## src/rtl/axi_stream_source_pkg.sv

```systemverilog
// Shared types and helpers for the AXI-Stream source/sink infrastructure.
// Holds FSM state encoding, throttle scale and the pseudo-random step function.
package axi_stream_source_pkg;

  typedef enum logic [1:0] {
    ST_IDLE,
    ST_SEND,
    ST_GAP
  } state_t;

  localparam int unsigned PCT_SCALE     = 100;
  localparam logic [31:0] LFSR_FALLBACK = 32'h2545_F491;

  // xorshift32 has no zero-to-nonzero path, so a zero seed is swapped for LFSR_FALLBACK.
  function automatic logic [31:0] xorshift32(input logic [31:0] x);
    logic [31:0] y;
    y = x ^ (x << 13);
    y = y ^ (y >> 17);
    y = y ^ (y << 5);
    return y;
  endfunction

endpackage

```

## src/rtl/axi_stream_source_throttle.sv

```systemverilog
// Seeded pseudo-random enable: en_out is high on roughly PCT out of PCT_SCALE cycles.
// Reusable by the matching stream sink for TREADY throttling.
module axis_throttle_gen
  import axi_stream_source_pkg::*;
#(
  parameter int unsigned PCT  = 50,
  parameter int unsigned SEED = 1
) (
  input  logic clk,
  input  logic rst,
  output logic en_out
);

  localparam logic [31:0] SEED_INIT = (SEED == 0) ? LFSR_FALLBACK : 32'(SEED);
  // Threshold in 16.16 fixed point; PCT >= PCT_SCALE lies above every product, so always enabled.
  localparam logic [31:0] PCT_THR   = (PCT >= PCT_SCALE) ? (32'(PCT_SCALE) << 16)
                                                         : (32'(PCT) << 16);

  logic [31:0] state_q;
  logic [31:0] state_d;
  logic [31:0] prod;

  always_comb begin
    state_d = xorshift32(state_q);
    prod    = {16'b0, state_q[31:16]} * 32'(PCT_SCALE);
    en_out  = (prod < PCT_THR);
  end

  always_ff @(posedge clk or posedge rst) begin
    if (rst) begin
      state_q <= SEED_INIT;
    end else begin
      state_q <= state_d;
    end
  end

endmodule

```

## src/rtl/axi_stream_source.sv

```systemverilog
// AXI-Stream master that emits a run of num_pkts_in packets of pkt_len_in beats each,
// with randomly throttled TVALID, inter-packet gaps and an incrementing payload.
module axi_stream_source
  import axi_stream_source_pkg::*;
#(
  parameter int unsigned             TDATA_WIDTH = 16,
  parameter int unsigned             TID_WIDTH   = 1,
  parameter int unsigned             TDEST_WIDTH = 1,
  parameter int unsigned             TUSER_WIDTH = 1,
  parameter int unsigned             TID_VALUE   = 0,
  parameter int unsigned             TDEST_VALUE = 0,
  parameter logic [TDATA_WIDTH-1:0]  DATA_INIT   = '0,
  parameter int unsigned             VALID_PCT   = 50,
  parameter int unsigned             GAP_CYCLES  = 2,
  parameter int unsigned             SEED        = 1,
  parameter int unsigned             VERBOSE     = 0
) (
  input  logic                       aclk,
  input  logic                       areset,
  input  logic                       start_in,
  input  logic [15:0]                pkt_len_in,
  input  logic [15:0]                num_pkts_in,
  output logic                       busy_out,
  output logic                       done_out,
  output logic [TDATA_WIDTH-1:0]     tdata_m_out,
  output logic [TDATA_WIDTH/8-1:0]   tstrb_m_out,
  output logic [TDATA_WIDTH/8-1:0]   tkeep_m_out,
  output logic                       tlast_m_out,
  output logic [TID_WIDTH-1:0]       tid_m_out,
  output logic [TDEST_WIDTH-1:0]     tdest_m_out,
  output logic [TUSER_WIDTH-1:0]     tuser_m_out,
  output logic                       twakeup_m_out,
  output logic                       tvalid_m_out,
  input  logic                       tready_m_in
);

  localparam logic [15:0] GAP_LAST = (GAP_CYCLES == 0) ? 16'd0 : 16'(GAP_CYCLES - 1);

  state_t                 state_q, state_d;
  logic [15:0]            len_q, len_d;
  logic [15:0]            num_q, num_d;
  logic [15:0]            beat_cnt_q, beat_cnt_d;
  logic [15:0]            pkt_cnt_q, pkt_cnt_d;
  logic [15:0]            gap_cnt_q, gap_cnt_d;
  logic [TDATA_WIDTH-1:0] tdata_q, tdata_d;
  logic [TUSER_WIDTH-1:0] tuser_q, tuser_d;
  logic                   tvalid_q, tvalid_d;
  logic                   tlast_q, tlast_d;
  logic                   busy_q, busy_d;
  logic                   done_q, done_d;
  logic                   throttle_en;
  logic                   handshake;

  axis_throttle_gen #(
    .PCT  (VALID_PCT),
    .SEED (SEED)
  ) u_throttle (
    .clk    (aclk),
    .rst    (areset),
    .en_out (throttle_en)
  );

  always_comb begin
    state_d    = state_q;
    len_d      = len_q;
    num_d      = num_q;
    beat_cnt_d = beat_cnt_q;
    pkt_cnt_d  = pkt_cnt_q;
    gap_cnt_d  = gap_cnt_q;
    tdata_d    = tdata_q;
    tvalid_d   = tvalid_q;
    done_d     = 1'b0;
    handshake  = tvalid_q & tready_m_in;

    case (state_q)
      ST_IDLE: begin
        if (start_in) begin
          if (pkt_len_in == 16'd0 || num_pkts_in == 16'd0) begin
            done_d = 1'b1;
          end else begin
            state_d    = ST_SEND;
            len_d      = pkt_len_in;
            num_d      = num_pkts_in;
            beat_cnt_d = '0;
            pkt_cnt_d  = '0;
            gap_cnt_d  = '0;
            tdata_d    = DATA_INIT;
            tvalid_d   = 1'b0;
          end
        end
      end

      ST_SEND: begin
        if (!tvalid_q) begin
          tvalid_d = throttle_en;
        end else if (handshake) begin
          tdata_d = tdata_q + TDATA_WIDTH'(1);
          if (beat_cnt_q == len_q - 16'd1) begin
            beat_cnt_d = '0;
            if (pkt_cnt_q == num_q - 16'd1) begin
              tvalid_d = 1'b0;
              done_d   = 1'b1;
              state_d  = ST_IDLE;
            end else begin
              pkt_cnt_d = pkt_cnt_q + 16'd1;
              if (GAP_CYCLES == 0) begin
                tvalid_d = throttle_en;
              end else begin
                tvalid_d  = 1'b0;
                gap_cnt_d = '0;
                state_d   = ST_GAP;
              end
            end
          end else begin
            beat_cnt_d = beat_cnt_q + 16'd1;
            tvalid_d   = throttle_en;
          end
        end
      end

      ST_GAP: begin
        // Leaving the gap evaluates the throttle directly so a full-rate run idles exactly GAP_CYCLES.
        if (gap_cnt_q == GAP_LAST) begin
          gap_cnt_d = '0;
          state_d   = ST_SEND;
          tvalid_d  = throttle_en;
        end else begin
          gap_cnt_d = gap_cnt_q + 16'd1;
        end
      end

      default: begin
        state_d  = ST_IDLE;
        tvalid_d = 1'b0;
      end
    endcase

    busy_d  = (state_d != ST_IDLE);
    tlast_d = busy_d && (beat_cnt_d == len_d - 16'd1);
    tuser_d = TUSER_WIDTH'(pkt_cnt_d);
  end

  always_ff @(posedge aclk or posedge areset) begin
    if (areset) begin
      state_q    <= ST_IDLE;
      len_q      <= '0;
      num_q      <= '0;
      beat_cnt_q <= '0;
      pkt_cnt_q  <= '0;
      gap_cnt_q  <= '0;
      tdata_q    <= '0;
      tuser_q    <= '0;
      tvalid_q   <= 1'b0;
      tlast_q    <= 1'b0;
      busy_q     <= 1'b0;
      done_q     <= 1'b0;
    end else begin
      state_q    <= state_d;
      len_q      <= len_d;
      num_q      <= num_d;
      beat_cnt_q <= beat_cnt_d;
      pkt_cnt_q  <= pkt_cnt_d;
      gap_cnt_q  <= gap_cnt_d;
      tdata_q    <= tdata_d;
      tuser_q    <= tuser_d;
      tvalid_q   <= tvalid_d;
      tlast_q    <= tlast_d;
      busy_q     <= busy_d;
      done_q     <= done_d;
    end
  end

  assign busy_out      = busy_q;
  assign done_out      = done_q;
  assign tdata_m_out   = tdata_q;
  assign tstrb_m_out   = '1;
  assign tkeep_m_out   = '1;
  assign tlast_m_out   = tlast_q;
  assign tid_m_out     = TID_WIDTH'(TID_VALUE);
  assign tdest_m_out   = TDEST_WIDTH'(TDEST_VALUE);
  assign tuser_m_out   = tuser_q;
  assign twakeup_m_out = busy_q;
  assign tvalid_m_out  = tvalid_q;

  // Debug builds check the AXIS hold rule on every stalled beat instead of printing beats.
  if (VERBOSE != 0) begin : g_verbose
    hold_a: assert property (@(posedge aclk) disable iff (areset)
      (tvalid_q && !tready_m_in) |=>
        (tvalid_q && $stable(tdata_q) && $stable(tlast_q) && $stable(tuser_q)));
  end

endmodule

```

## config.mk

```make
export PLATFORM = sky130hd
export DESIGN_NAME = axi_stream_source
export DESIGN_NICKNAME = d
export VERILOG_FILES = /design/src/rtl/axi_stream_source_pkg.sv /design/src/rtl/axi_stream_source_throttle.sv /design/src/rtl/axi_stream_source.sv
export SDC_FILE = /design/constraint.sdc
export NUM_CORES = 1
export LEC_CHECK = 0
export CORE_ASPECT_RATIO = 0.9
export CORE_MARGIN = 2
export CORE_UTILIZATION = 55
export CTS_CLUSTER_DIAMETER = 150
export CTS_CLUSTER_SIZE = 25
export DETAILED_ROUTE_END_ITERATION = 16
export PLACE_DENSITY_LB_ADDON = 0.2
export SYNTH_ARGS = -nofsm -noshare
export SYNTH_HDL_FRONTEND = slang
export SYNTH_SLANG_ARGS = --single-unit
```

## constraint.sdc

```tcl
create_clock -name aclk -period 13.02 [get_ports aclk]
set_clock_uncertainty 0.15 [all_clocks]
set_input_delay 2.604 -clock aclk [delete_from_list [all_inputs] [get_ports aclk]]
set_output_delay 2.604 -clock aclk [all_outputs]
set_load 0.01 [all_outputs]
```

# After elaboration in Yosys (flattened, before gate mapping)
# Cells that the tools add are included.
[word_totals] reg_bits=134 inputBits=36 wordCells=100
[classes] add_sub_neg=7 multipliers=1 magnitude_cmp=1 eq_ne=13 muxes=47 bitwise=5 reduce_logical=13
[op_table] cell="16-bit 2-to-1 mux" n=21
[op_table] cell="16-bit one-hot mux with 2 select lines" n=3
[op_table] cell="16-bit by 1-bit adder with 16-bit output (second input constant)" n=4
[op_table] cell="32-bit bitwise XOR" n=2
[op_table] cell="16-bit == test" n=3
[op_table] cell="16-bit one-hot mux with 3 select lines" n=1
[op_table] cell="16-bit by 1-bit subtractor with 16-bit output (second input constant)" n=3
[op_table] cell="16-bit zero test" n=2
[op_table] cell="32-bit by 15-bit bitwise XOR with 32-bit output" n=1
[op_table] cell="23-bit by 22-bit < comparator with 1-bit output (second input constant)" n=1
[op_table] cell="16-bit by 5-bit multiplier with 21-bit output (second input constant)" n=1
[op_table] cell="16-bit by 1-bit == test with 1-bit output (second input constant)" n=1
[op_table] cell="2-bit 2-to-1 mux" n=7
[op_table] cell="2-bit != test (second input constant)" n=7
[op_table] cell="7-bit AND reduction" n=2
[op_table] cell="1-bit 2-to-1 mux" n=12
[op_table] cell="2-bit one-hot mux with 3 select lines" n=1
[op_table] cell="3-bit AND reduction" n=2
[op_table] cell="5-bit AND reduction" n=1
[op_table] cell="2-bit nonzero test" n=2
[op_table] cell="1-bit one-hot mux with 3 select lines" n=1
[op_table] cell="3-bit nonzero test" n=1
[op_table] cell="2-bit by 1-bit == test with 1-bit output (second input constant)" n=1
[op_table] cell="2-bit == test (second input constant)" n=1
[op_table] cell="other kinds (6)" n=6

# Longest topological paths before layout
# Gate-level depths: netlist of run 1.
[depth] depth_word=9 depth_mapped=17 ltp_nobuf=16

# Hierarchy
# Synthesis of run 1 repeated with hierarchy kept, for this count alone.
[hier_totals] cells_unflattened=1019 hier_area_um2=9522.9
[by_module_without_submodules] module="axi_stream_source" n_inst=1 cells_per_inst=773 area_per_inst_um2=6877.8 seq_area_each_um2=2552.4
[by_module_without_submodules] module="axis_throttle_gen" n_inst=1 cells_per_inst=246 area_per_inst_um2=2645.0 seq_area_each_um2=802.0

# Worst setup path before layout of run 1
# No wires, ideal clock.
[synth_timing] kind="input to register" start="in pkt_len_in[9]" end="reg tlast_q, in the netlist tlast_m_out" arrival_ps=6305 required_ps=12759 path_slack_ps=6453 path_stages=17 n_path_buf=2 path_cell_list="or4_1 or3_1 o31ai_1 nor2_1 clkbuf_1 clkbuf_1 a21oi_1 ha_1 nand3_1 mux2_2 nor2_1 xor2_1 mux2i_1 xnor2_1 a2111oi_0 nand4_1 a2111oi_2"
[synth_via] elab_chain_len=8
[synth_rtl] item="start: declaration" line="axi_stream_source.sv:21" source="input logic [15:0] pkt_len_in,"
[synth_rtl] item="16-bit zero test" line="axi_stream_source.sv:78" source="if (pkt_len_in == 16'd0 || num_pkts_in == 16'd0) begin"
[synth_rtl] item="1-bit logical OR" line="axi_stream_source.sv:78"
[synth_rtl] item="16-bit 2-to-1 mux" line="axi_stream_source.sv:78"
[synth_rtl] item="16-bit 2-to-1 mux" line="axi_stream_source.sv:77" source="if (start_in) begin"
[synth_rtl] item="16-bit 2-to-1 mux" line="axi_stream_source.sv:75" source="case (state_q)"
[synth_rtl] item="16-bit by 1-bit subtractor with 16-bit output" line="axi_stream_source.sv:139" source="tlast_d = busy_d && (beat_cnt_d == len_d - 16'd1);"
[synth_rtl] item="16-bit == test" line="axi_stream_source.sv:139"
[synth_rtl] item="1-bit logical AND (*)" line="axi_stream_source.sv:139"
[synth_rtl] item="via tlast_d" line="axi_stream_source.sv:48" source="logic tlast_q, tlast_d;"
[synth_rtl] item="end signal: assignment" line="axi_stream_source.sv:167" source="tlast_q <= tlast_d;"
[synth_rtl] item="end: declaration" line="axi_stream_source.sv:48"
# Mark *: on every way through the listed nets, which the timed path passes. The rest lies on a longest branch.
# A chain may end at the register's enable or synchronous reset.

# Worst setup path in the final report of run 1
# Same ends and word-level chain as after synthesis.

==> out/metrics.yaml, run 1 <==
critical_path:
  crit_cells: 17
  endpoint_kind: "flop"
  arrival_ns: 7.14
  r2r_slack_ns: 8.24
  worstReg2RegEnd: "gap_cnt_q[10]"
  crit_required_ns: 13.19
  path_cells: "clkdlybuf4s50_1, or4_1, or3_1, o31ai_1, nor2_2, buf_4, a21oi_1, ha_1, nand3_1, mux2_2, nor2_1, xor2_1, mux2i_1, xnor2_1, a2111oi_0, nand4_1, a2111oi_2"
  cp_slowest_stage_delay_ns: 0.59
  r2r_cells: 13
  worstPathMaxFanout: 38
  crit_buf_inv: 2
  cp-endpoint: "tlast_m_out"
  crit_slowest_cell: "or4_1"
  path_delay_family: "simple AND/OR/NAND/NOR gates"
  critPathKind: "input pin to flop"
  critPathLaunchType: "input pin"
  r2r-start: "len_q[0]"
  cp-startpoint: "pkt_len_in[9]"
place:
  place_congestion: 0.911
  placedCellCount: 1271
  dp_hpwl_um: 15700
  portBuffers: 57
logic_synthesis:
  synth_top_area_frac: 0.356
  ys.flop_type: "dfrtp_1"
  synth.avg_cell_area_sq_um: 9.04
  synth_edf_count: 0
  seq_area_frac_synth: 0.359
  async_reset_ff_frac: 1.00
  synth_top_cell_by_area: "dfrtp_1"
  netlist_instances: 1034
  syn-cell-area_sq_mm: 0.00934
  yosys_warnings: 0
  yosysUniqueCellTypes: 71
  synth_area_leaders: "dfrtp_1 36%, xnor2_1 8.4%, ha_1 8.3%"
  synth-seq-cells: 134
job:
  cap_violations: 0
finish:
  areaGrowthSynthToFinish_pct: 13.4
  final_cell_mix: "133 x dfrtp_1, 123 x nand2_1, 90 x xnor2_1, 71 x inv_1, 70 x nor2_1"
  fin_cells: 1303
  layout_commonest_cell: "dfrtp_1"
  final_nets: 1187
  num_antenna_cells: 0
  drive_above_1_share: 0.0559
timing:
  fin_crit_sh: 0.535
  finalSetupTns_ns: 0
  drv_slew: 0
  fmax_mhz: 144
  hold_viol: 0
  slew-limit-headroom: 0.277
  worstMarginPinSlew_ns: 1.08
  min_period_ns: 6.97
  finalSetupViolations: 0
  rsz0062_at_grt: "false"
cts:
  hold_buffers: 0
  clk_latency_ns: 0.43
  cts-htree-levels: 4
  clockRootBuffer: "clkbuf_16"
  cts_inserted_buffers: 17
  cts_num_sinks: 134
  cts-resized-gates: 0
  cts_tree: "built"
  path_clk_slew_ns: 0.07
  clk_path_buf_depth: 2
  post_cts_buffers: 0
die:
  rows: 45
  io_pins: 64
  dieWidth_um: 141
  dieArea_sq_mm: 0.0180
  start_util: 0.557
  core_sq_mm: 0.0168
  die_h_um: 128
pwr:
  leakagePower_nw: 5.14
  ir_drop_uv: 86.7
  power_density_mw_per_mm2: 97.4
global_route:
  grt_first_pass_wirelength_um: 36400
  antenna_found_initial: 0
  gr-total-overflow: 0
  track_usage: 0.250
  first_global_vias: 7305
  grt_start_max_net_pins: 82
worst_hold_path:
  hold_path_class: "flop to flop"
  worstHoldStart: "gap_cnt_q[15]"
status:
  outcome: "completed"
detailed_routing:
  dr.pass1.iters: 5
  num_vias: 7582
  remaining_drc_errors: 0
  viasPerCell: 5.82
  route.final.wire_length_um: 21400
  first_iter_violations: 443
  ant_nets: 0
  wl_per_cell_um: 16.4
[layer usage]
metal / wire (um) / GRT usage / up-vias
met5: 0 / 0 / -
met3: 1000 / 0.0442 / 28
li1: - / - / 3685
met4: 299 / 0.0671 / 0
met2: 9650 / 0.387 / 177
met1: 10400 / 0.365 / 3692
[metrics by stage]
step	utilization	hold slack, ns	instance area [sq um]	total power [mW]	setup slack, ns
6_report	0.632	0.337	10600	1.03	6.05
3_5_place_dp	0.598	0.323	10000	0.574	5.69
2_1_floorplan	-	0.296	9360	0.526	6.45
4_1_cts	0.632	0.335	10600	1.04	6.12
5_1_grt	0.632	0.365	10600	1.07	5.70
3_3_place_gp	0.598	0.315	10000	0.572	5.84
[kinds of logic after synthesis]
group | count (synthesis) | share of synthesized area
AOI/OAI and AO/OA | 168 | 0.118
xor gates and xnor gates | 157 | 0.148
adders and majority gates | 72 | 0.104
buffers and inverters | 112 | 0.0505
DFF | 134 | 0.359
muxes | 20 | 0.0221
other | 2 | 0.000804
and+or+nand+nor | 369 | 0.197
[state kept, by name, indices dropped and copies added, names as in the netlist]
register,flops
pkt_cnt_q,16
busy_out,1
tvalid_m_out,1
tlast_m_out,1
state_q,2
tdata_m_out,16
num_q,16
done_out,1
u_throttle.state_q,32
len_q,16
beat_cnt_q,16
gap_cnt_q,16
[how the worst min path moves through the flow]
stage / slack (ns) / endpoint / cells past startpoint
floorplan: 0.30 / gap_cnt_q[15] / 1
global placement: 0.31 / gap_cnt_q[15] / 1
detailed placement: 0.32 / gap_cnt_q[15] / 1
CTS: 0.33 / gap_cnt_q[15] / 1
global route: 0.37 / gap_cnt_q[15] / 1
finish: 0.34 / gap_cnt_q[15] / 1
[report_power, final]
| part | switching, mW | internal (mW) |
|---|---|---|
| combinational | 0.0583 | 0.0552 |
| clock | 0.212 | 0.252 |
| sequential | 0.0234 | 0.431 |
[synthesized netlist by cell type (all sizes together) (4+ instances only)]
cell type    n
ha          62
nand2b       9
nor3b        6
mux2i       15
and4         6
nor2        72
a211oi       7
xor2        66
or4          4
nand2      123
nor2b        5
inv         72
buf         18
nand4       28
or2          4
o31ai        9
a31oi       11
clkbuf      22
o211ai       4
o21ai       58
a21oi       35
fa          10
nand4b       4
or3         16
and3        10
xnor2       91
nor4        14
nor3        22
dfrtp      133
mux2         5
and2         8
nand3       33
a22o         4
a21o         5
[layout make-up]
class	count	area (sq um)
fillers	1465	6180
clock inverters	15	135
inverters	72	275
clock buffers	17	425
repair buffers	62	608
multi-input cells	792	5540
flip-flops and latches	134	3350
well taps	211	264
(Power assumes the default switching activity.)
==> run 2: changes to the inputs <==
clock period = 7.09 ns   (was 13.02 ns; I/O delays follow)
==> out/metrics.yaml, run 2 (synthesized netlist as in run 1, its figures left out) <==
cts:
  cts_num_sinks: 134
  post_cts_buffers: 0
  clk_latency_ns: 0.42
  cts_tree: "built"
  cts_inserted_buffers: 17
  path_clk_slew_ns: 0.06
  clockRootBuffer: "clkbuf_16"
  cts-resized-gates: 0
  cts-htree-levels: 4
  clk_path_buf_depth: 2
  hold_buffers: 0
pwr:
  leakagePower_nw: 5.14
  power_density_mw_per_mm2: 180
  ir_drop_uv: 168
finish:
  drive_above_1_share: 0.0559
  num_antenna_cells: 0
  layout_commonest_cell: "dfrtp_1"
  areaGrowthSynthToFinish_pct: 13.7
  final_cell_mix: "133 x dfrtp_1, 123 x nand2_1, 90 x xnor2_1, 71 x inv_1, 70 x nor2_1"
  fill_cells: 1399
  largest_register: "u_throttle.state_q"
  final_nets: 1187
  largest_reg_flops: 32
global_route:
  use_met2: 0.392
  grtUsageMet3: 0.0427
  track_usage: 0.254
  first_global_vias: 7350
  gr-total-overflow: 0
  grt_start_max_net_pins: 84
  grt_first_pass_wirelength_um: 36600
  antenna_found_initial: 0
  grt.busiest_layer: "met2"
  gr-usage-met1: 0.368
critical_path:
  cp-startpoint: "pkt_len_in[9]"
  r2r_cells: 13
  critPathKind: "input pin to flop"
  crit_required_ns: 7.25
  worstPathMaxFanout: 7
  critPathLaunchType: "input pin"
  worstReg2RegEnd: "gap_cnt_q[10]"
  r2r-start: "len_q[0]"
  r2r_slack_ns: 2.23
  arrival_ns: 5.89
  cp-endpoint: "tlast_m_out"
  endpoint_kind: "flop"
timing:
  slew-limit-headroom: 0.246
  worstMarginPinSlew_ns: 1.13
  finalSetupViolations: 0
  drv_slew: 0
  min_period_ns: 5.73
  rsz0062_at_grt: "false"
  fin_ws_ns: 1.36
  finalSetupTns_ns: 0
  fmax_mhz: 175
  hold_viol: 0
  fin_crit_sh: 0.808
die:
  die_h_um: 128
  dieWidth_um: 141
  start_util: 0.557
  core_sq_mm: 0.0168
  rows: 45
  io_pins: 64
  dieArea_sq_mm: 0.0180
place:
  post-place-ws_ns: 1.01
  portBuffers: 57
  place_congestion: 0.956
  dp_hpwl_um: 16000
job:
  cap_violations: 0
worst_hold_path:
  hold_path_class: "flop to flop"
  whs_path_depth: 1
detailed_routing:
  num_vias: 7546
  ant_nets: 0
  dr.pass1.iters: 6
  remaining_drc_errors: 0
  wl_per_cell_um: 16.8
  viasPerCell: 5.79
  first_iter_violations: 662
  route.final.wire_length_um: 21900
status:
  outcome: "completed"
## run 2: cell types whose count changed in the layout (fill, tap and decap cells not counted), sizes merged
cell | previous run | this run
clkinv | 1 | 2
bufinv | 0 | 1
clkbuf | 17 | 18
clkinvlp | 3 | 5
inv | 83 | 78
## run 2: per-layer routing
layer / wire (um) / vias to the layer above
li1: - / 3667
met1: 10600 / 3616
met2: 9750 / 222
met3: 1150 / 41
met4: 419 / 0
met5: 0 / -
## run 2: metrics by stage
step,hold slack [ns],power [mW],utilization,instances,cell area [sq um]
6_report,0.339,1.92,0.633,1303,10600
5_1_grt,0.364,1.99,0.633,1303,10600
4_1_cts,0.344,1.93,0.633,1303,10600
3_5_place_dp,0.331,1.06,0.598,1271,10000
3_3_place_gp,0.327,1.05,0.598,1271,10000
2_1_floorplan,0.296,0.966,-,1038,9360
## run 2: power by group
part,internal (mW),switching (mW)
combinational,0.102,0.110
sequential,0.791,0.0424
clock,0.501,0.370
## run 2: layout make-up
| cell class | count | area, sq um | share of cell area |
|---|---|---|---|
| inverters | 72 | 275 | 0.0259 |
| multi-input cells | 792 | 5540 | 0.521 |
| flip-flops and latches | 134 | 3350 | 0.316 |
| well taps | 211 | 264 | 0.0249 |
| repair buffers | 62 | 608 | 0.0573 |
| clock buffers | 18 | 439 | 0.0414 |
| clock inverters | 14 | 141 | 0.0133 |
## run 2: critical path, stage by stage
cell	delay, ns
clkdlybuf4s50_1	0.43
or4_1	0.59
or3_1	0.41
o31ai_1	0.54
nor2_2	0.16
a21oi_1	0.25
ha_1	0.31
nand3_1	0.10
mux2_2	0.31
nor2_1	0.12
xor2_1	0.15
mux2i_1	0.10
xnor2_1	0.14
a2111oi_0	0.41
nand4_1	0.19
a2111oi_2	0.24
## run 2: worst min path at each step
stage,start,to,slack [ns]
2_1_floorplan,gap_cnt_q[15],gap_cnt_q[15],0.30
3_3_place_gp,gap_cnt_q[15],gap_cnt_q[15],0.33
3_5_place_dp,gap_cnt_q[15],gap_cnt_q[15],0.33
4_1_cts,gap_cnt_q[15],gap_cnt_q[15],0.34
5_1_grt,gap_cnt_q[15],gap_cnt_q[15],0.36
6_report,gap_cnt_q[15],gap_cnt_q[15],0.34
==> run 3: changes to the inputs <==
clock period = 5.2 ns   (was 7.09 ns; I/O delays follow)
==> out/metrics.yaml, run 3 (synthesized netlist as in run 1, its figures left out) <==
die:
  start_util: 0.557
  core_sq_mm: 0.0168
  io_pins: 64
  dieArea_sq_mm: 0.0180
  die_h_um: 128
  dieWidth_um: 141
  rows: 45
critical_path:
  arrival_ns: 5.06
  crit_required_ns: 5.37
  crit_cells: 16
  crit_buf_inv: 1
  endpoint_kind: "flop"
  crit_slowest_cell: "or4_1"
  r2r_cells: 13
  path_cells: "clkdlybuf4s50_1, or4_1, or3_1, o31ai_2, nor2_2, a21oi_1, ha_1, nand3_1, mux2_2, nor2_1, xor2_1, mux2i_1, xnor2_1, a2111oi_1, nand4_1, a2111oi_2"
  path_delay_family: "simple AND/OR/NAND/NOR gates"
  cp_slowest_stage_delay_ns: 0.57
  worstPathMaxFanout: 7
  critPathLaunchType: "input pin"
  critPathKind: "input pin to flop"
finish:
  largest_reg_flops: 32
  final_nets: 1201
  multi_input_area_sq_mm: 0.00554
  areaGrowthSynthToFinish_pct: 15.1
  final_util: 0.641
  drive_above_1_share: 0.0687
  fill_cells: 1438
  regArea_sq_mm: 0.00335
  largest_register: "u_throttle.state_q"
  layout_commonest_cell: "dfrtp_1"
  final_cell_mix: "133 x dfrtp_1, 123 x nand2_1, 90 x xnor2_1, 71 x inv_1, 70 x nor2_1"
  fin_cells: 1317
  num_antenna_cells: 0
global_route:
  grt_first_pass_wirelength_um: 36800
  track_usage: 0.256
  first_global_vias: 7390
  antenna_found_initial: 0
  gr-total-overflow: 0
  grt_start_max_net_pins: 109
place:
  place_congestion: 0.929
  portBuffers: 57
  placedCellCount: 1285
  dp_hpwl_um: 16100
worst_hold_path:
  whs_path_depth: 1
  hold_path_class: "flop to flop"
timing:
  finalSetupViolations: 0
  fin_crit_sh: 0.940
  drv_slew: 0
  hold_ws_ns: 0.337
  worstMarginPinSlew_ns: 1.14
  min_period_ns: 4.89
  slew-limit-headroom: 0.236
  finalSetupTns_ns: 0
  hold_viol: 0
  fmax_mhz: 205
  rsz0062_at_grt: "false"
cts:
  path_clk_slew_ns: 0.06
  clockRootBuffer: "clkbuf_16"
  clk_latency_ns: 0.43
  clk_path_buf_depth: 2
  cts_tree: "built"
  cts-htree-levels: 4
  cts_inserted_buffers: 17
  cts_num_sinks: 134
  post_cts_buffers: 0
detailed_routing:
  dr.pass1.iters: 5
  ant_nets: 0
  first_iter_violations: 596
  viasPerCell: 5.76
  route.final.wire_length_um: 21900
  remaining_drc_errors: 0
  wl_per_cell_um: 16.6
  num_vias: 7590
status:
  outcome: "completed"
job:
  cap_violations: 0
pwr:
  leakagePower_nw: 5.23
  ir_drop_uv: 224
  total_power_mw: 2.64
  power_density_mw_per_mm2: 246
## run 3: cell count changes in the layout (fill, tap and decap cells not counted), sizes merged
cell / previous run / this run
buf: 5 / 19
bufinv: 1 / 2
inv: 78 / 74
clkinv: 2 / 7
clkinvlp: 5 / 2
clkbuf: 18 / 19
## run 3: power by group
group	switching, mW	internal (mW)	leakage, nW
Sequential	0.0571	1.08	1.74
Clock	0.483	0.735	0.290
Combinational	0.149	0.140	3.20
Total	0.689	1.95	5.23
## run 3: per-layer routing
metal | GRT usage | part of all wire | up-vias
met2 | 0.399 | 0.45 | 211
met4 | 0.0741 | 0.018 | 0
li1 | - | - | 3694
met3 | 0.0521 | 0.052 | 30
met5 | 0 | 0 | -
met1 | 0.362 | 0.48 | 3655
## run 3: final timing paths
path,to,slack (ns),from
setup / recovery,tlast_m_out,0.31,pkt_len_in[10]
max in group asynchronous,beat_cnt_q[13],2.86,areset
setup reg to reg,gap_cnt_q[9],0.58,len_q[0]
hold reg to reg,gap_cnt_q[15],0.34,gap_cnt_q[15]
hold / removal,gap_cnt_q[15],0.34,gap_cnt_q[15]
min in group asynchronous,gap_cnt_q[13],1.07,areset
## run 3: per-stage QoR
stage,setup slack [ns],instance area (sq um)
final,0.314,10700
after global routing,0.0664,10700
after CTS,0.205,10700
after detailed placement,-0.156,10100
after global placement,0.0534,10100
after floorplan,0.197,9360
## run 3: layout make-up
cell class / count / share of cell area
clock buffer: 19 / 0.0421
clock inverter: 13 / 0.0136
inverter: 72 / 0.0256
multi-input combinational: 792 / 0.516
sequential: 134 / 0.312
tap: 211 / 0.0246
timing repair buffer: 76 / 0.0663
## run 3: repair_timing
| item | CTS | global route |
|---|---|---|
| hold endpoints to repair | 0 | 0 |
| hold buffers | 0 | 0 |
| endpoints found under the setup margin | 0 | 1 |
| resized for setup | 0 | 2 |
==> RTL edit 1 (settings of run 3) <==
Change the parameter `TDATA_WIDTH` from 16 to 24.
--- a/src/rtl/axi_stream_source.sv
+++ b/src/rtl/axi_stream_source.sv
@@ -3,7 +3,7 @@
 module axi_stream_source
   import axi_stream_source_pkg::*;
 #(
-  parameter int unsigned             TDATA_WIDTH = 16,
+  parameter int unsigned             TDATA_WIDTH = 24,
   parameter int unsigned             TID_WIDTH   = 1,
   parameter int unsigned             TDEST_WIDTH = 1,
   parameter int unsigned             TUSER_WIDTH = 1,
Ports: changed (resized tdata_m_out, tkeep_m_out and tstrb_m_out); port bits go from 64 to 74. No check against the original RTL was run, so the function may have changed too.
==> RTL edit 1 against run 3 <==
- synthesized cell count increased by 12%
- fmax decreased by 4.6%
- area after synthesis is 9.5% higher
- sequential cell count increased by 8
- non-clock buffer count is 43 higher
- design area grew 13%
- worst setup slack got worse by 0.23 ns
- sequential share of layout area decreased by 1.9 points
- routed wire length up 19%
- die area grew 9.2%
- largest cell class unchanged
Power is not compared: it rests on default switching activity, and its combinational part moved more than twofold at a synthesized area within 25%.
==> RTL edit 1: results <==
group,metric,value,unit
status,status,"finished clean",
global_routing,first_global_vias,8499,
critical_path,rrSetupSlack,0.58,ns
worst_hold_path,hold_class,"reg -> reg",
route,vias_per_cell,5.86,
power_and_ir_drop,p_seq,1550,uW
global_routing,use_met2,41.4,%
finish,finalNonFillerCells,1505,
synth,postSynthAreaPerCell,8.80,um^2
clock_network,insertion_delay,0.43,ns
finish,final_nets,1356,
placed_design,hpwl,18.6,mm
finish,fill_cells,1475,
synth,synth_compound_area_share,12.1,%
finish,layout-drive-gt1-share,9.92,%
global_routing,grt_max_degree,110,
synth,synthAdderAreaFrac,9.66,%
global_routing,met3_usage,4.14,%
synth,ys_types,82,
critical_path,crit_path_top_delay_cell,"or4b_4",
synth,synth_common_cells,"dfrtp_1, nand2_1, xnor2_1, nor2_1, xor2_1",
timing,layout_min_cycle_time,5.12,ns
synth,synthXorXnorAreaFrac,14.1,%
synth,yosysWarningCount,0,
power_and_ir_drop,irDropWorstVdd,0.000274,V
route,drtIter0Drc,641,
placed_design,detailedPlace.worstSlack,-0.391,ns
clock_network,path_clk_slew,0.07,ns
synth,synth_area_leaders,"dfrtp_1, xnor2_1, ha_1",
clock_network,max-clock-path-buffers,2,
synth,synthMuxAreaShare,1.10,%
critical_path,critPathMaxFanout,11,
placed_design,gp_congestion,0.949,
route,totalWireLength,26.1,mm
critical_path,arrival,5.30,ns
clock_network,cts_root_buf,"clkbuf_16",
clock_network,htreeDepth,4,
clock_network,cts_made_buffers,17,
timing,hold_slack,0.364,ns
timing,relSlewSlack,34.2,%
power_and_ir_drop,p_leak,0.00563,uW
global_routing,grt_first_pass_wirelength,42.3,mm
synth,ys_seq_area_share,34.7,%
placed_design,io_buffers,65,
finish,largest-register,"u_throttle.state_q",
global_routing,antenna_found_initial,0,
global_routing,met1_usage,38.2,%
finish,largest_register_ffs,32,
power_and_ir_drop,p_sw,2030,uW
placed_design,placed_area,0.0113,mm^2
global_routing,globalRouteTotalUtil,26.7,%
critical_path,critPathMaxStageDelay,0.57,ns
critical_path,crit_family,"simple AND/OR/NAND/NOR gates",
route,drt_pre_antenna_iters,5,
## RTL edit 1: cell count changes after synthesis, moves of 11 or more
cell and delta:
o21ai_1 +31, o21ai_0 -23, and3_1 +20, clkbuf_1 +18
nor2_1 +17, nand2_1 +16, or4_1 +11
## RTL edit 1: layout make-up
type | instances | area (um^2) | share of cell area (%)
repair buffers | 119 | 1120 | 9.19
well taps | 245 | 307 | 2.52
clock inverters | 15 | 223 | 1.83
multi-input cells | 902 | 6270 | 51.6
flip-flops and latches | 142 | 3550 | 29.3
inverters | 65 | 249 | 2.05
clock buffers | 17 | 425 | 3.50
## RTL edit 1: cells by family after synthesis
kind of cell / after synthesis
adders and majority gates: 73
buffers and inverters: 125
other: 2
and+or+nand+nor: 463
xor gates and xnor gates: 163
muxes: 11
AOI/OAI and AO/OA: 184
DFF: 142
## RTL edit 1: path summary, 6_finish.rpt
kind / from / endpoint / cells after the start
setup / recovery: pkt_len_in[2] / tlast_m_out / 17
hold / removal: gap_cnt_q[7] / gap_cnt_q[7] / 1
setup reg to reg: len_q[3] / pkt_cnt_q[15] / 10
hold reg to reg: gap_cnt_q[7] / gap_cnt_q[7] / 1
max in group asynchronous: areset / len_q[11] / 3
min in group asynchronous: areset / num_q[8] / 2
## RTL edit 1: metal layers
| metal | vias up | wire length, um |
|---|---|---|
| li1 | 4225 | - |
| met1 | 4239 | 11700 |
| met2 | 299 | 12000 |
| met3 | 53 | 1700 |
| met4 | 0 | 637 |
| met5 | - | 0 |
## RTL edit 1: repair_timing
| item | in CTS | in global routing |
|---|---|---|
| endpoints found under the setup margin | 0 | 1 |
| resized for setup | 0 | 18 |
| buffers inserted | 0 | 4 |
==> RTL edit 2 (config.mk and constraints of run 3) <==
Made on the original files. Take the reset off `tdata_q` and load it in a clocked block of its own.
--- a/src/rtl/axi_stream_source.sv
+++ b/src/rtl/axi_stream_source.sv
@@ -148,7 +148,6 @@
       beat_cnt_q <= '0;
       pkt_cnt_q  <= '0;
       gap_cnt_q  <= '0;
-      tdata_q    <= '0;
       tuser_q    <= '0;
       tvalid_q   <= 1'b0;
       tlast_q    <= 1'b0;
@@ -161,13 +160,16 @@
       beat_cnt_q <= beat_cnt_d;
       pkt_cnt_q  <= pkt_cnt_d;
       gap_cnt_q  <= gap_cnt_d;
-      tdata_q    <= tdata_d;
       tuser_q    <= tuser_d;
       tvalid_q   <= tvalid_d;
       tlast_q    <= tlast_d;
       busy_q     <= busy_d;
       done_q     <= done_d;
     end
+  end
+
+  always_ff @(posedge aclk) begin
+    tdata_q <= tdata_d;
   end
 
   assign busy_out      = busy_q;
Check against the original RTL: differs if areset is asserted again (counterexample within 4 cycles, from zero or initial values and one cycle with areset high); with areset held inactive, the same outputs for 4 cycles.
==> RTL edit 2 against run 3 <==
- sequential cell count unchanged
- power is 1.9% lower
- worst setup slack got worse by 0.046 ns
- routed wire length about the same
- area after synthesis grew 4.1%
- design area up 3.7%
- highest routed layer unchanged
==> RTL edit 2: results <==
group,metric,value,unit
worst_hold_path,hold_class,"reg -> reg",
synth,ys_types,79,
global_routing,globalRouteTotalUtil,24.4,%
critical_path,arrival,5.12,ns
synth,synth_common_cells,"dfrtp_1, xnor2_1, nand2_1, inv_1, xor2_1",
clock_network,max-clock-path-buffers,2,
global_routing,first_global_vias,7447,
placed_design,io_buffers,57,
power_and_ir_drop,irDropWorstVdd,0.000252,V
finish,bufAreaShareNonClock,6.31,%
global_routing,grt_max_degree,72,
finish,antenna_cells,0,
synth,ys.flop_type,"dfrtp_1",
placed_design,placed_area,0.0105,mm^2
timing,worstMarginPinSlew,0.947,ns
status,status,"finished clean",
critical_path,crit_path_top_delay_cell,"nor4_1",
critical_path,crit_family,"simple AND/OR/NAND/NOR gates",
power_and_ir_drop,p_leak,0.00538,uW
finish,final_nets,1191,
route,routedWlPerCell,16.4,um
finish,num-nonclk-inverters,66,
finish,fill_cells,1484,
placed_design,hpwl,16.1,mm
clock_network,cts_root_buf,"clkbuf_16",
finish,largest-register,"u_throttle.state_q",
finish,layout-drive-gt1-share,9.58,%
finish,largest_register_ffs,32,
synth,yosysWarningCount,0,
synth,ys_seq_area_share,35.3,%
route,totalWireLength,21.8,mm
finish,nMultiInputCombCells,791,
placed_design,gp_congestion,0.886,
finish,final_util,63.7,%
finish,multi_input_area_share,52.5,%
clock_network,path_clk_slew,0.06,ns
route,drtIter0Drc,457,
route,drt_pre_antenna_iters,5,
synth,synth_edf_count,16,
finish,sh_seq_area,30.8,%
clock_network,post-cts-setup-buffers,0,
clock_network,cts_resized,0,
clock_network,cts_made_buffers,17,
global_routing,antenna_found_initial,0,
clock_network,insertion_delay,0.43,ns
route,vias_per_cell,5.74,
finish,buffers,73,
finish,final_area,0.0111,mm^2
critical_path,critPathMaxFanout,6,
finish,seq_cell_count,134,
placed_design,place_inst,1304,
finish,clockBufferCount,18,
synth,syn_inst,1031,
synth,synth_area_leaders,"dfrtp_1, xnor2_1, ha_1",
global_routing,grt_first_pass_wirelength,36.4,mm
critical_path,critPathMaxStageDelay,0.47,ns
finish,clkCellAreaFrac,5.48,%
synth,ys_async_sr_fraction,88.1,%
-- RTL edit 2: per-layer routing --
metal	vias up	wire length (um)	track usage, %
met3	34	1030	4.73
met2	204	9930	39.2
li1	3741	-	-
met1	3683	10500	34.0
met5	-	0	0
met4	0	393	7.08
-- RTL edit 2: metrics by stage --
step / TNS [ns] / worst slack, ns
2_1_floorplan: 0 / 0.00577
3_3_place_gp: 0 / 0.145
3_5_place_dp: -0.0296 / -0.0296
4_1_cts: 0 / 0.361
5_1_grt: 0 / 0.0556
6_report: 0 / 0.267
-- RTL edit 2: cell families (layout without fill, tap and decap cells) --
group	count (synthesis)	after routing	synth area share (%)
AND/OR/NAND/NOR	348	348	19.3
XOR/XNOR	164	164	14.9
AO/OA/AOI/OAI	159	159	10.9
flip-flops	134	134	35.3
buffers and inverters	110	171	4.75
adder cells (fa/ha/maj)	72	72	10.0
multiplexers	42	42	4.73
other	2	6	0.0772
-- RTL edit 2: final timing paths --
kind                                        from               endpoint  slack, ns  cells after the start
max reg2reg                           state_q[1]            tlast_m_out       0.79                     17
max in group asynchronous                 areset  u_throttle.state_q[0]       2.91                      3
min reg2reg                u_throttle.state_q[2]  u_throttle.state_q[2]       0.37                      1
min in group asynchronous                 areset          pkt_cnt_q[14]       0.99                      2
min                        u_throttle.state_q[2]  u_throttle.state_q[2]       0.37                      1
max                              num_pkts_in[11]            tlast_m_out       0.27                     16
-- RTL edit 2: power by group --
| group | switching (uW) | internal, uW | total (uW) |
|---|---|---|---|
| combinational | 107 | 96.2 | 203 |
| clock | 501 | 746 | 1250 |
| sequential | 51.6 | 1090 | 1140 |
| total | 660 | 1930 | 2590 |
